File: src/rtl/mem_arb_pkg.sv
// Shared types and constants for the instruction/data memory port arbiter.
// Imported by the arbiter top and its round-robin helper.
package mem_arb_pkg;

    typedef enum logic [1:0] {
        IDLE,
        BUSY,
        RESP
    } arb_state_t;

    typedef enum logic {
        REQ_I,
        REQ_D
    } requester_t;

    localparam logic [31:0] WORD_ALIGN_MASK = 32'hFFFF_FFFC;

endpackage

File: src/rtl/rr_arbiter2.sv
// Two-input round-robin grant; last_grant moves to the winner on accept.
// Grants only while en is high, so an accept is simply any grant.
module rr_arbiter2
    import mem_arb_pkg::*;
(
    input  logic clk,
    input  logic reset,
    input  logic en,
    input  logic req_i,
    input  logic req_d,
    output logic gnt_i,
    output logic gnt_d
);

    requester_t last_q;
    requester_t last_d;

    always_comb begin
        gnt_i  = 1'b0;
        gnt_d  = 1'b0;
        last_d = last_q;
        if (en) begin
            if (req_i && (!req_d || last_q == REQ_D)) begin
                gnt_i = 1'b1;
            end else if (req_d) begin
                gnt_d = 1'b1;
            end
        end
        if (gnt_i) begin
            last_d = REQ_I;
        end else if (gnt_d) begin
            last_d = REQ_D;
        end
    end

    always_ff @(posedge clk) begin
        if (reset) begin
            last_q <= REQ_D;
        end else begin
            last_q <= last_d;
        end
    end

endmodule

File: src/rtl/mem_port_arbiter.sv
// Shares one single-ported memory between fetch (I) and load/store (D),
// one transaction at a time, with a timeout that turns a hang into an error.
module mem_port_arbiter
    import mem_arb_pkg::*;
#(
    parameter int ADDR_W  = 32,
    parameter int DATA_W  = 32,
    parameter int TIMEOUT = 16
) (
    input  logic              clk,
    input  logic              reset,
    input  logic              i_req_valid,
    input  logic [ADDR_W-1:0] i_req_addr,
    output logic              i_req_ready,
    output logic              i_resp_valid,
    output logic [DATA_W-1:0] i_resp_data,
    output logic              i_resp_err,
    input  logic              d_req_valid,
    input  logic              d_req_we,
    input  logic [3:0]        d_req_be,
    input  logic [ADDR_W-1:0] d_req_addr,
    input  logic [DATA_W-1:0] d_req_wdata,
    output logic              d_req_ready,
    output logic              d_resp_valid,
    output logic [DATA_W-1:0] d_resp_data,
    output logic              d_resp_err,
    output logic              mem_req,
    output logic              mem_we,
    output logic [3:0]        mem_be,
    output logic [ADDR_W-1:0] mem_addr,
    output logic [DATA_W-1:0] mem_wdata,
    input  logic              mem_ready,
    input  logic [DATA_W-1:0] mem_rdata
);

    localparam int CNT_W = $clog2(TIMEOUT);
    localparam logic [ADDR_W-1:0] ALIGN_MASK = ~ADDR_W'(~WORD_ALIGN_MASK);

    arb_state_t        state_q, state_d;
    requester_t        owner_q, owner_d;
    logic [ADDR_W-1:0] addr_q, addr_d;
    logic              we_q, we_d;
    logic [3:0]        be_q, be_d;
    logic [DATA_W-1:0] wdata_q, wdata_d;
    logic [DATA_W-1:0] rdata_q, rdata_d;
    logic              err_q, err_d;
    logic [CNT_W-1:0]  cnt_q, cnt_d;

    logic arb_en;
    logic gnt_i;
    logic gnt_d;
    logic busy;
    logic resp;

    assign arb_en = (state_q == IDLE) && !reset;

    rr_arbiter2 u_rr (
        .clk   (clk),
        .reset (reset),
        .en    (arb_en),
        .req_i (i_req_valid),
        .req_d (d_req_valid),
        .gnt_i (gnt_i),
        .gnt_d (gnt_d)
    );

    always_comb begin
        state_d = state_q;
        owner_d = owner_q;
        addr_d  = addr_q;
        we_d    = we_q;
        be_d    = be_q;
        wdata_d = wdata_q;
        rdata_d = rdata_q;
        err_d   = err_q;
        cnt_d   = cnt_q;
        unique case (state_q)
            IDLE: begin
                cnt_d = '0;
                if (gnt_i) begin
                    owner_d = REQ_I;
                    addr_d  = i_req_addr & ALIGN_MASK;
                    we_d    = 1'b0;
                    be_d    = 4'hF;
                    wdata_d = '0;
                    err_d   = 1'b0;
                    state_d = BUSY;
                end else if (gnt_d) begin
                    owner_d = REQ_D;
                    addr_d  = d_req_addr & ALIGN_MASK;
                    we_d    = d_req_we;
                    be_d    = d_req_be;
                    wdata_d = d_req_wdata;
                    err_d   = 1'b0;
                    state_d = BUSY;
                    // Misaligned: answered with an error, never issued.
                    if (d_req_addr[1:0] != 2'b00) begin
                        rdata_d = '0;
                        err_d   = 1'b1;
                        state_d = RESP;
                    end
                end
            end
            BUSY: begin
                if (mem_ready) begin
                    rdata_d = we_q ? '0 : mem_rdata;
                    err_d   = 1'b0;
                    state_d = RESP;
                end else if (cnt_q == CNT_W'(TIMEOUT - 1)) begin
                    rdata_d = '0;
                    err_d   = 1'b1;
                    state_d = RESP;
                end else begin
                    cnt_d = cnt_q + CNT_W'(1);
                end
            end
            RESP: begin
                cnt_d   = '0;
                state_d = IDLE;
            end
            default: begin
                state_d = IDLE;
            end
        endcase
    end

    always_ff @(posedge clk) begin
        if (reset) begin
            state_q <= IDLE;
            owner_q <= REQ_I;
            addr_q  <= '0;
            we_q    <= 1'b0;
            be_q    <= '0;
            wdata_q <= '0;
            rdata_q <= '0;
            err_q   <= 1'b0;
            cnt_q   <= '0;
        end else begin
            state_q <= state_d;
            owner_q <= owner_d;
            addr_q  <= addr_d;
            we_q    <= we_d;
            be_q    <= be_d;
            wdata_q <= wdata_d;
            rdata_q <= rdata_d;
            err_q   <= err_d;
            cnt_q   <= cnt_d;
        end
    end

    assign busy = (state_q == BUSY);
    assign resp = (state_q == RESP);

    assign i_req_ready = gnt_i;
    assign d_req_ready = gnt_d;

    assign mem_req   = busy;
    assign mem_we    = busy & we_q;
    assign mem_be    = busy ? be_q : 4'h0;
    assign mem_addr  = busy ? addr_q : '0;
    assign mem_wdata = busy ? wdata_q : '0;

    assign i_resp_valid = resp && (owner_q == REQ_I);
    assign i_resp_data  = i_resp_valid ? rdata_q : '0;
    assign i_resp_err   = i_resp_valid & err_q;

    assign d_resp_valid = resp && (owner_q == REQ_D);
    assign d_resp_data  = d_resp_valid ? rdata_q : '0;
    assign d_resp_err   = d_resp_valid & err_q;

endmodule

File: config.mk
export PLATFORM = sky130hd
export DESIGN_NAME = mem_port_arbiter
export DESIGN_NICKNAME = d
export VERILOG_FILES = /design/src/rtl/mem_arb_pkg.sv /design/src/rtl/rr_arbiter2.sv /design/src/rtl/mem_port_arbiter.sv
export SDC_FILE = /design/constraint.sdc
export NUM_CORES = 1
export LEC_CHECK = 0
export BUFFER_PORTS_ARGS = -buffer_cell sky130_fd_sc_hd__buf_4
export CORE_MARGIN = 2
export CORE_UTILIZATION = 44
export CTS_CLUSTER_SIZE = 24
export DETAILED_ROUTE_END_ITERATION = 7
export PLACE_DENSITY = 0.8
export RECOVER_POWER = 100
export SLEW_MARGIN = 15
export SYNTH_ARGS = -nofsm -noshare
export SYNTH_HDL_FRONTEND = slang
export SYNTH_SLANG_ARGS = --single-unit
File: constraint.sdc
create_clock -name clk -period 2 [get_ports clk]
set_clock_uncertainty 0.2 [all_clocks]
set_input_delay 0.4 -clock clk [delete_from_list [all_inputs] [get_ports clk]]
set_output_delay 0.4 -clock clk [all_outputs]
set_load 0.005 [all_outputs]
# [Word level (Yosys, flattened, before mapping)]
# Cells that the tools add are included.
[totals] wordCells=85 output_inout_bits=140 reg_bits=110 input_bits=138
[op_classes] n_reduce_logical=18 bitwise=4 n_mux=42 eq_ne=10 add_sub_neg=1
[ops] cell="32-bit two-way mux" n=14
[ops] cell="32-bit one-hot mux with 2 select lines" n=1
[ops] cell="4-bit two-way mux" n=5
[ops] cell="1-bit two-way mux" n=14
[ops] cell="2-bit two-way mux" n=5
[ops] cell="2-bit inequality test (second input constant)" n=4
[ops] cell="4-bit one-hot mux with 2 select lines" n=1
[ops] cell="2-bit nonzero test" n=4
[ops] cell="3-bit AND reduction" n=2
[ops] cell="5-bit AND reduction" n=1
[ops] cell="4-bit by 1-bit adder with 4-bit output (second input constant)" n=1
[ops] cell="4-bit == test (second input constant)" n=1
[ops] cell="1-bit logical AND" n=4
[ops] cell="2-bit one-hot mux with 2 select lines" n=1
[ops] cell="2-bit AND reduction" n=2
[ops] cell="1-bit bitwise AND" n=3
[ops] cell="3-bit by 2-bit inequality test with 1-bit output (second input constant)" n=1
[ops] cell="3-bit inequality test (second input constant)" n=1
[ops] cell="2-bit by 1-bit == test with 1-bit output (second input constant)" n=1
[ops] cell="2-bit == test (second input constant)" n=1
[ops] cell="1-bit zero test" n=2
[ops] cell="2-bit zero test" n=1
[ops] cell="2-bit by 1-bit inequality test with 1-bit output (second input constant)" n=1
[ops] cell="1-bit one-hot mux with 2 select lines" n=1
[ops] cell="3 further kinds" n=3

# [Logic depth before layout (Yosys ltp)]
[logic_depth] ltp_word=8 mapped_depth=7 depth_no_buf=5

# [By module]
# A second synthesis with hierarchy kept.
[unflattened] hier_cells=580 area_unflattened_um2=5176.2
[by_module_without_submodules] module="mem_port_arbiter" area_per_inst_um2=5117.4 n_inst=1 cells_per_inst=572 seq_area_each_um2=2142.1
[by_module_without_submodules] module="rr_arbiter2" area_per_inst_um2=58.8 n_inst=1 cells_per_inst=8 seq_area_each_um2=20.0

# [Worst setup path before layout]
# No wires, ideal clock.
[synth_path] kind="reg-to-output" from="reg state_q[1]" to="out i_resp_data[22]" arrival_time_ns=1.294 path_stages_with_launch=5 required_time_ns=1.400 n_path_buf=2 path_slack_ns=0.106 cell_sequence="dfxtp_1 > buf_2 > nor3b_1 > clkbuf_1 > and2_1"
[synth_via] elab_chain_cells=3
[synth_rtl] element="start, declared" line="mem_port_arbiter.sv:39" text="arb_state_t state_q, state_d;"
[synth_rtl] element="start signal, assigned" line="mem_port_arbiter.sv:139" text="state_q <= state_d;"
[synth_rtl] element="2-bit == test" line="mem_port_arbiter.sv:152" text="assign resp = (state_q == RESP);"
[synth_rtl] element="1-bit logical AND" line="mem_port_arbiter.sv:163" text="assign i_resp_valid = resp && (owner_q == REQ_I);"
[synth_rtl] element="via i_resp_valid" line="mem_port_arbiter.sv:15" text="output logic i_resp_valid,"
[synth_rtl] element="32-bit two-way mux" line="mem_port_arbiter.sv:164" text="assign i_resp_data = i_resp_valid ? rdata_q : '0;"
[synth_rtl] element="end, declared" line="mem_port_arbiter.sv:16" text="output logic [DATA_W-1:0] i_resp_data,"
# The timed path passes the listed nets, and every way through them passes these cells.

# [Final worst setup path]
[layout_path] from="reg state_q[1]" to="out mem_addr[16]"
[layout_via] elab_chain_cells=2
[layout_rtl] element="2-bit by 1-bit == test with 1-bit output" line="mem_port_arbiter.sv:151" text="assign busy = (state_q == BUSY);"
[layout_rtl] element="32-bit two-way mux" line="mem_port_arbiter.sv:160" text="assign mem_addr = busy ? addr_q : '0;"
[layout_rtl] element="end, declared" line="mem_port_arbiter.sv:30" text="output logic [ADDR_W-1:0] mem_addr,"
# No other way between the ends.

==> impl.org <==
** Drt
- Detailed Route WL :: roughly 16 mm
- Detail Route Antenna Nets :: 0
- Via Count :: roughly 5100
- The first TritonRoute pass finished after 5 iterations.
- Dividing the detail-routed via count by the number of cells gives approximately 5.2.
- Iteration-0 DRC count of the detailed router :: 292
- Routed length per instance :: roughly 16 µm
- DRC violation count after routing :: 0

** Place
- In this run, placement finished with an instance count of between 900 and 1000.
- Final HPWL from detailed placement :: approximately 11 mm
- Final estimated routing congestion in global placement :: 0.804
- In this run the tool buffered the top-level ports with 273 buffer cells.

** Synthesis
- Post-synthesis average cell area :: roughly 8.6 µm²
- Share of synthesized area occupied by flip-flops and latches :: between 40% and 50%
- Fraction of registers with async set/reset :: 0%
- Most frequently used flop master after synthesis :: sky130_fd_sc_hd__dfxtp_1
- Post-synthesis register bit count :: 108
- Mapped Cells :: between 500 and 600
- Area of the mapped netlist :: 0.00491 mm²
- Count of cell types in the netlist :: 40
- The synthesized design contains 0 enable-type register cells.
- Ys Warns :: 0

** Worst setup path
- The critical path runs through a total of 4 cells.
- Required time worst endpoint :: 1400 ps
- Critical path, cell by cell :: and2b_4 > clkbuf_16 > and2_1 > buf_4
- Slowest stage cell, crit path :: sky130_fd_sc_hd__dfxtp_4
- STA classifies the critical path endpoint as an output port.
- Class of the most critical setup path :: register to output port
- Arr. time, crit path :: 1520 ps
- Largest stage delay on the critical path :: around 360 ps
- Number of buffers and inverters on the critical path :: 2
- Along the worst path, the maximum fanout reaches 16.
- STA classifies the critical path startpoint as a register.
- Broken down by cell family, the worst path's largest delay share belongs to simple AND/OR/NAND/NOR gates.
- Counting cells, the worst reg-to-reg path comes to 8.

** Global routing
- Vias in the first global route :: 4793
- Summed over all layers, the global routing overflow is 0.
- GR Util All Layers :: 24.2%
- Largest net degree at the start of global routing :: 42
- First-pass GRT wire length :: 22.8 mm
- Initial antenna violation count :: 0

** Clock network
- Hold buffers post-CTS :: 0
- Number of sinks handled by clock tree synthesis :: around 110
- Depth of the CTS H-tree :: 3
- The tree is rooted in a sky130_fd_sc_hd__clkbuf_8.
- Clock-pin slew of the registers on the worst-case setup and hold paths :: approximately 100 ps
- Counting along the longest clock path gives a buffer depth of 2.
- TritonCTS built the clock tree.
- Later-pin clock latency in the skew report :: 360 ps
- In this run, CTS created clock tree buffers numbering 9.

** Pwr
- Net Sw Frac :: between 20% and 30%
- Internal power comes to 0.00405 W.
- Power per cell area :: around 740 mW/mm²
- In this run the static leakage power is 3.61 nW.
- In this run, the combinational gates consume 28.6% of the power.
- Sequential cells account for 43.6% of the total power.
- Clock network fraction of design power :: between 20% and 30%
- For this design the total switching power over the nets is about 0.0016 W.
- Across the VDD grid, the largest voltage drop is ~0.5 mV.

** Status
- The checks that failed: negative setup slack.
- Outcome :: finished, violations left

** Floorplanning
- around 280 I/O pins were placed.
- The initialized floorplan defines 38 standard-cell rows.
- Die area :: ~0.012 mm²
- From left edge to right edge, the die measures roughly 110 µm.
- Y dimension of the die :: about 110 µm
- The initial utilization of the core area, before any placement, comes to a little under half.
- The core region is approximately 0.011 mm².

** Hold path
- The path class of the tightest hold or removal check is primary input to register.
- Count of cells along the worst hold path :: 2

** Timing
- Max-slew violations :: 0
- Maximum frequency from static timing analysis :: between 0.4 and 0.5 GHz
- Final-report setup violation count :: 133
- Portion of the clock cycle consumed by the worst path in the final layout :: 106%
- Setup repair after global routing could not meet its margin everywhere.
- The smallest clock period supported by the final layout is computed as approximately 2100 ps.
- Final WS setup :: -123 ps
- Worst hold-check slack :: about 48 ps
- Final-report hold violation count :: 0

** Layout
- ANT cells :: 0
- Count of non-filler cells in the finished layout :: around 1000
- Relative to the synthesized area, the layout overhead comes to 56.1%.
- The net count of the finished layout is 982.
- The post-route netlist has between 40% and 50% of its cells at a drive strength greater than 1.

** Run
- Max cap viols :: 0
## sequential cells by signal, summed over array words and instances (netlist names)
name,count
rdata_q,32
cnt_q,4
owner_q,1
u_rr.last_q,1
err_q,1
addr_q,30
we_q,1
be_q,4
wdata_q,32
state_q,2
## layout by cell type (no fill, tap or decap), types with 2 or more instances in the layout
| master | netlist | final |
|---|---|---|
| sky130_fd_sc_hd__a21oi_1 | 4 | 4 |
| sky130_fd_sc_hd__buf_4 | 13 | 291 |
| sky130_fd_sc_hd__a311oi_2 | 0 | 2 |
| sky130_fd_sc_hd__a22o_1 | 32 | 32 |
| sky130_fd_sc_hd__buf_6 | 6 | 5 |
| sky130_fd_sc_hd__clkbuf_16 | 0 | 4 |
| sky130_fd_sc_hd__nor2_1 | 76 | 76 |
| sky130_fd_sc_hd__nand2_1 | 65 | 65 |
| sky130_fd_sc_hd__buf_16 | 0 | 2 |
| sky130_fd_sc_hd__dfxtp_4 | 0 | 2 |
| sky130_fd_sc_hd__nand3_2 | 1 | 2 |
| sky130_fd_sc_hd__buf_12 | 0 | 8 |
| sky130_fd_sc_hd__conb_1 | 1 | 2 |
| sky130_fd_sc_hd__dfxtp_1 | 108 | 105 |
| sky130_fd_sc_hd__o22ai_1 | 4 | 4 |
| sky130_fd_sc_hd__a22oi_1 | 34 | 34 |
| sky130_fd_sc_hd__inv_1 | 3 | 3 |
| sky130_fd_sc_hd__and2_4 | 0 | 4 |
| sky130_fd_sc_hd__bufinv_16 | 0 | 3 |
| sky130_fd_sc_hd__a311oi_1 | 32 | 30 |
| sky130_fd_sc_hd__and2_1 | 133 | 129 |
| sky130_fd_sc_hd__clkbuf_8 | 0 | 10 |
| sky130_fd_sc_hd__nand2b_1 | 3 | 3 |
## stage by stage
stage          TNS [ps]  power, W  utilization [%]  setup slack (ps)  instance area (µm²)
2_1_floorplan         0   0.00329                -               106                 4920
3_3_place_gp          0   0.00380             65.3              68.7                 7110
3_5_place_dp          0   0.00386             65.3              42.0                 7110
4_1_cts          -10120   0.00554             68.8              -117                 7490
5_1_grt          -16940   0.00595             70.5              -178                 7670
6_report          -9070   0.00568             70.5              -123                 7670
## cell families (layout without fill, tap and decap cells)
| family | count (synthesis) | count (layout) | share of synthesized area (%) |
|---|---|---|---|
| other cells | 1 | 2 | 0.0763 |
| xor+xnor | 2 | 2 | 0.356 |
| compound gates | 113 | 113 | 18.6 |
| flops | 108 | 108 | 44.0 |
| buf+inv | 56 | 331 | 6.34 |
| fa+ha+maj | 1 | 1 | 0.255 |
| simple gates | 290 | 290 | 30.4 |
## worst paths after layout
check | to | from | slack, ps
worst max-delay path | mem_addr[16] | state_q[1] | -120
worst max register to register | addr_q[18] | state_q[1] | 40
worst min-delay path | rdata_q[29] | mem_rdata[29] | 50
worst min register to register | addr_q[17] | addr_q[17] | 290
## power groups by stage
stage	Clock [W]	Combinational (W)	Sequential, W
after CTS	0.00159	0.00147	0.00247
after floorplan	0	0.000810	0.00248
after global routing	0.00168	0.00177	0.00250
after global placement	0	0.00129	0.00251
final	0.00157	0.00163	0.00248
after detailed placement	0	0.00133	0.00253
## routing by layer
layer | GRT usage, % | wire length (µm) | vias to the layer above
li1 | - | - | 2484
met5 | 0 | 0 | -
met4 | 11.2 | 493 | 0
met3 | 5.57 | 1300 | 35
met1 | 27.6 | 6080 | 2386
met2 | 42.6 | 8040 | 209
## cells in the mapped netlist (all sizes together), types with 3 or more instances
cell type,count,area [µm²]
clkbuf,26,97.6
o22ai,4,25.0
and2,133,832
nand3,3,20.0
buf,25,195
dfxtp,108,2160
a22o,32,280
a22oi,34,255
nand2b,3,18.8
a21oi,5,28.8
inv,4,15.0
nor2,76,285
nand2,65,244
a311oi,32,280
## area by class of cell
class	instances	area, µm²
clock inverters	4	97.6
inverters	5	23.8
clock buffers	11	141
multi-input cells	408	2490
repair buffers	311	2570
fillers	875	3220
well taps	140	175
flip-flops and latches	108	2170
## timing repair
item                                    CTS  global route
gates cloned                              2             4
endpoints found under the setup margin  138           156
setup buffers                             6             6
gates resized for setup                  14            12
pin swaps                                 2             6
(Power assumes the default switching activity.)
